--- config.mk ---
export PLATFORM = sky130hd
export DESIGN_NAME = hazard_stall_unit
export DESIGN_NICKNAME = d
export VERILOG_FILES = /design/src/rtl/hazard_stall_unit.sv
export SDC_FILE = /design/constraint.sdc
export NUM_CORES = 1
export LEC_CHECK = 0
export ABC_AREA = 1
export BUFFER_PORTS_ARGS = -buffer_cell sky130_fd_sc_hd__clkbuf_2
export CAP_MARGIN = 10
export CORE_ASPECT_RATIO = 0.75
export CORE_MARGIN = 5
export CORE_UTILIZATION = 48
export CTS_BUF_LIST = sky130_fd_sc_hd__clkbuf_8
export DETAILED_ROUTE_END_ITERATION = 12
export PLACE_DENSITY = 0.72
export SLEW_MARGIN = 20
export SYNTH_ARGS = -nofsm -noshare
export SYNTH_HDL_FRONTEND = slang
export SYNTH_SLANG_ARGS = --single-unit
--- constraint.sdc ---
create_clock -name i_clk -period 1.84 [get_ports i_clk]
set_input_delay 0.368 -clock i_clk [delete_from_list [all_inputs] [get_ports i_clk]]
set_output_delay 0.368 -clock i_clk [all_outputs]
set_load 0.05 [all_outputs]
--- src/rtl/hazard_stall_unit.sv ---
// ID-stage hazard controller: load-use stalls, taken-branch flushes, HALT drain/freeze
// and a saturating count of load-use stall cycles.
//
// state  | meaning
// RUN    | normal issue; load-use stalls, branch flushes, HALT starts the drain
// DRAIN  | HALT travelling EX..WB; front end frozen, bubbles into ID/EX
// HALTED | pipeline drained and frozen until reset
module hazard_stall_unit #(
  parameter int BITS_REGS    = 5,
  parameter int BITS_COUNT   = 32,
  parameter int DRAIN_CYCLES = 3,
  parameter int BITS_DRAIN   = 2
) (
  input  logic                  i_clk,
  input  logic                  i_rst_n,
  input  logic                  i_enable,
  input  logic                  i_IDEX_mem_read,
  input  logic [BITS_REGS-1:0]  i_IDEX_rt,
  input  logic [BITS_REGS-1:0]  i_IFID_rs,
  input  logic [BITS_REGS-1:0]  i_IFID_rt,
  input  logic                  i_branch_taken,
  input  logic                  i_halt_id,
  output logic                  o_pc_write,
  output logic                  o_ifid_write,
  output logic                  o_ifid_flush,
  output logic                  o_idex_bubble,
  output logic                  o_halted,
  output logic [BITS_COUNT-1:0] o_stall_count
);

  typedef enum logic [1:0] {
    RUN    = 2'd0,
    DRAIN  = 2'd1,
    HALTED = 2'd2
  } state_t;

  state_t                state;
  logic [BITS_DRAIN-1:0] drain_cnt;
  logic                  load_use;

  // Register 0 is hardwired, so a load targeting it never creates a dependency.
  assign load_use = i_IDEX_mem_read && (i_IDEX_rt != '0) &&
                    ((i_IDEX_rt == i_IFID_rs) || (i_IDEX_rt == i_IFID_rt));

  always_comb begin
    o_pc_write    = 1'b0;
    o_ifid_write  = 1'b0;
    o_ifid_flush  = 1'b0;
    o_idex_bubble = 1'b0;
    if (i_rst_n && i_enable) begin
      case (state)
        RUN: begin
          if (load_use) begin
            o_idex_bubble = 1'b1;
          end else if (i_branch_taken) begin
            o_pc_write   = 1'b1;
            o_ifid_write = 1'b1;
            o_ifid_flush = 1'b1;
          end else if (!i_halt_id) begin
            o_pc_write   = 1'b1;
            o_ifid_write = 1'b1;
          end
        end
        DRAIN, HALTED: o_idex_bubble = 1'b1;
        default: o_idex_bubble = 1'b1;
      endcase
    end
  end

  always_ff @(posedge i_clk or negedge i_rst_n) begin
    if (!i_rst_n) begin
      state         <= RUN;
      drain_cnt     <= '0;
      o_halted      <= 1'b0;
      o_stall_count <= '0;
    end else if (i_enable) begin
      case (state)
        RUN: begin
          if (load_use) begin
            if (o_stall_count != '1)
              o_stall_count <= o_stall_count + 1'b1;
          end else if (!i_branch_taken && i_halt_id) begin
            state     <= DRAIN;
            drain_cnt <= BITS_DRAIN'(DRAIN_CYCLES);
          end
        end
        DRAIN: begin
          drain_cnt <= drain_cnt - 1'b1;
          // Count value 1 marks the cycle HALT retires from WB.
          if (drain_cnt == BITS_DRAIN'(1)) begin
            state    <= HALTED;
            o_halted <= 1'b1;
          end
        end
        HALTED: state <= HALTED;
        default: state <= RUN;
      endcase
    end
  end

endmodule
### Word level (Yosys, flattened, before mapping)

Cells that the tools add are included.

| word-level totals | value |
|---|---|
| register bits | 37 |
| bits of input ports | 21 |
| output and inout port bits | 37 |
| logic and storage cells | 47 |

| cells by class | value |
|---|---|
| add/sub/neg operators | 2 |
| equal/unequal tests | 9 |
| muxes and demuxes | 19 |
| reduce and logical (&&, ||, !) cells | 13 |

Operators with widths:

| operator | number |
|---|---|
| $add 32x1->32 const B | 1 |
| $ne 32x32->1 const B | 1 |
| $mux 1 | 12 |
| $reduce_and 4->1 | 3 |
| $eq 5x5->1 | 2 |
| $mux 2 | 5 |
| $ne 2x2->1 const B | 3 |
| $pmux 2 s3 | 1 |
| $reduce_bool 5->1 | 1 |
| $eq 2x1->1 const B | 2 |
| $logic_and 1x1->1 | 4 |
| $pmux 2 s2 | 1 |
| $reduce_and 3->1 | 1 |
| $eq 2x2->1 const B | 1 |
| $logic_not 2->1 | 1 |
| $reduce_bool 2->1 | 1 |
| $sub 2x1->2 const B | 1 |
| $logic_not 1->1 | 1 |
| $logic_or 1x1->1 | 1 |

### Longest topological paths before layout

| depth | value |
|---|---|
| depth after elaboration | 6 |
| gate-level depth with buffers | 12 |
| depth with buffers taken out | 11 |

### Least setup slack after synthesis

OpenSTA, ideal clock, no wires.

| timing path | value |
|---|---|
| path type | register -> output |
| from | reg state[0] |
| to | out o_pc_write |
| arrival time | 2.115 ns |
| data required time | 1.472 ns |
| slack | -0.643 ns |
| cell stages (with the launch flop) | 8 |
| buffers on the path | 1 |
| cell sequence | dfrtp_1 > inv_1 > ha_1 > inv_1 > a21oi_1 > nand3_1 > a21oi_1 > buf_4 |

| on the way | value |
|---|---|
| longest elaborated chain between the ends | 3 |

Ends and longest elaborated chain:

| element | line | RTL |
|---|---|---|
| from (decl) | 37 | `state_t state;` |
| from (signal assigned) | 72 | `state <= RUN;` |
| from (signal assigned) | 83 | `state <= DRAIN;` |
| from (signal assigned) | 91 | `state <= HALTED;` |
| $logic_not 2->1 | -- |  |
| $mux 1 (2 in a row) | -- |  |
| to (decl) | 23 | `output logic o_pc_write,` |

No other way between the ends.

### Worst setup path in the final report

| timing path | value |
|---|---|
| from | reg state[0] |
| to | out o_pc_write |

| on the way | value |
|---|---|
| longest elaborated chain between the ends | 3 |

Ends and longest elaborated chain:

| element | line | RTL |
|---|---|---|
| $logic_not 2->1 | 51 | `case (state)` |
| $mux 1 | 51 |  |
| $mux 1 | 50 | `if (i_rst_n && i_enable) begin` |

No other way between the ends.

==> impl_metrics.ini <==
[pwr]
ir_drop_v = 0.000640
power.total_uw = 2400
power_density_mw_per_mm2 = 702
pwr-share-clk = 0.235
p_int_uw = 1520
combPwrFrac = 0.370
seq_power_share = 0.395
power.switching_uw = 874
switching_share = 0.364
p_leak_uw = 0.00180

[finish]
layout.cells.non_filler = 567
antennaDiodeCount = 0
areaGrowthSynthToFinish_pct = 30.6
drive_above_1_share = 0.276
fin_util = 0.642
nets = 516

[global_routing]
grt_pass1_vias = 2485
grt_antenna_before_repair = 0
grt_usage = 0.217
grt_pass1_wl_um = 11900
grt_max_degree = 37
overflow = 0

[floorplan]
core-area_mm2 = 0.00532
pin_count = 58
start_util = 0.491
die_x_um = 95.2
die_y_um = 73.9
dieArea_mm2 = 0.00704
rows = 23

[run_status]
violations = negative setup slack
status = finished, violations left

[clocking]
path_clk_slew_ns = 0.08
h-tree-depth = 2
cts_root_buf = clkbuf_8
clock_path_buffers = 2
clk_latency_ns = 0.29
tritoncts = built
cts_buffers = 5
clock_sinks = 37

[detailed_routing]
wl_met2_um = 3050
drt_iter0_drc = 194
via_per_inst = 4.81
vias = 2728
detail-route-antenna-nets = 0
routedLengthMet1_um = 3660
remaining_drc_errors = 0
detailedRoute.firstPassIterationCount = 5
wirelength_um = 7320
wl_per_cell_um = 12.9
wl_met3_um = 529
route.top_layer_used = met4

[setup_path]
worstReg2RegEnd = o_stall_count[25]$_DFFE_PN0P_
crit_type = flop to output port
cp.arrival_ns = 1.53
r2r_slack_ns = 0.14
critPathMaxStageDelay_ns = 0.40
worstRegToRegCells = 8
critical-path-top-cell-by-count = inv_2
slowest_stage = dfrtp_1
worstPathMaxFanout = 2
crit_chain = inv_2 > ha_4 > inv_2 > a21oi_2 > nand3_2 > a21oi_4 > buf_8
crit_path_end_kind = output port
path_buf_inv = 3
cp-start-kind = flop
worstSetupStartpoint = state[0]$_DFFE_PN0P_
cpLargestDelayFamily = flip-flops
rr_startpoint = o_stall_count[22]$_DFFE_PN0P_
crit_required_ns = 1.47

[run]
maxCapViolCount = 0

[sta]
setup_violations = 2
worst_pin_slew_ns = 0.466
slew_headroom = 0.689
finalCritPeriodShare = 1.03
timing.hold.ws_ns = 0.188
layout_setup_ws_ns = -0.0591
fmax_ghz = 0.527
slew_viol_final = 0
skew_ns = 0.00747
period_needed_ns = 1.90
rsz0062_at_grt = true
hold_viol = 0

[logic_synthesis]
yosysTopAreaCell = dfrtp_1
synth_edf_count = 0
syn-mean-instance-area_um2 = 6.54
ys_seq_area_frac = 0.354
yosys-top-cells-count = nand2_1 (189), nor2_1 (44), dfrtp_1 (37)
ys_async_sr_fraction = 1.00
syn_area_mm2 = 0.00262
yosys_most_used_dff = dfrtp_1
synth_nets = 425
syn_inst = 400
yosys_warnings = 0
synthDistinctLibCells = 26
synth.area.top_cells = dfrtp_1 (35%), nand2_1 (27%), nor2_1 (6.3%), xor2_1 (6.0%), inv_1 (4.9%)
synth-seq-cells = 37
synth_most_common_cell = nand2_1
synth_top_area_frac = 0.354

[placed_design]
dp.cells = 552
gp_congestion = 0.902
dp_hpwl_um = 5650
portBuffers = 57

[worst_hold_path]
min_path_type = input port to asynchronous set/reset pin
worst reg2reg max path, cell delays in order, from the launching register on:
cell and delay, ns:
dfrtp_1 0.51, nand4_1 0.25, nor2_1 0.20, nand2_1 0.09, o21ai_2 0.16, inv_2 0.09, nand2_8 0.17, nand2_1 0.11
nand2_1 0.06
flip-flops by register name, indices dropped and copies added, names as in the netlist:
name	cells
o_stall_count	32
drain_cnt	2
state	2
o_halted	1
area by class of cell:
| type | count | area, um2 |
|---|---|---|
| clock buffers | 5 | 68.8 |
| clock inverters | 3 | 17.5 |
| fillers | 487 | 1910 |
| inverters | 39 | 146 |
| multi-input cells | 316 | 1550 |
| flip-flops and latches | 37 | 937 |
| well taps | 75 | 93.8 |
| repair buffers | 92 | 599 |
power by group through the flow:
stage	logic (uW)	registers (uW)	clock network, uW
global route	983	957	610
detailed placement	715	962	0
CTS	824	948	577
floorplan	372	1070	0
global placement	696	959	0
finish	887	947	564
cell families after synthesis:
logic type,count (synthesis),synth area share
DFF,37,0.354
xor gates and xnor gates,30,0.100
adders and majority gates,4,0.0191
and+or+nand+nor,275,0.429
AOI/OAI and AO/OA,7,0.0163
buffers and inverters,47,0.0809
placed cells by master, fill, tap and decap left out:
cell / n
nand4_1: 9
a31o_2: 1
clkbuf_8: 5
nand2_8: 1
ha_1: 2
nor3_1: 9
buf_8: 3
buf_4: 33
clkinvlp_4: 1
dfrtp_1: 28
dlygate4sd3_1: 1
inv_1: 31
clkinv_2: 2
xnor2_1: 12
inv_2: 8
nand3_1: 12
a21oi_4: 2
nor2_2: 5
nor2_1: 42
nand3_2: 1
nand3b_1: 2
clkbuf_2: 53
nand2_2: 4
buf_6: 1
buf_12: 1
or2_1: 1
dfrtp_2: 9
a21oi_2: 1
o21ai_2: 1
nand2_1: 187
xor2_1: 18
or2_2: 1
o21ai_1: 1
nor2_4: 1
a21oi_1: 1
ha_4: 2
repair_timing:
action,in CTS,in global routing
hold buffers,1,0
endpoints found under the hold margin,1,0
setup endpoints to repair,4,36
setup buffers,3,3
pin swaps,1,2
resized for setup,14,12
layer usage:
layer / vias up / global-route usage
met5: - / 0
met4: 0 / 0.0352
met3: 10 / 0.0358
met2: 87 / 0.321
met1: 1231 / 0.336
li1: 1400 / -
through the flow:
stage	setup TNS, ns	area, um2	setup slack (ns)
global route	-0.272	3420	-0.127
CTS	-0.0643	3360	-0.0322
finish	-0.116	3420	-0.0591
detailed placement	-0.0988	3190	-0.0619
floorplan	-0.327	2650	-0.169
global placement	0	3190	0.0245
how the worst max path moves through the flow:
stage	endpoint	slack, ns	cells after the start
CTS	o_ifid_write	-0.03	7
finish	o_pc_write	-0.06	7
floorplan	o_idex_bubble	-0.17	8
global placement	o_ifid_flush	0.02	9
detailed placement	o_idex_bubble	-0.06	10
global route	o_pc_write	-0.13	7
Note: power is estimated with default switching activity, not from simulation.
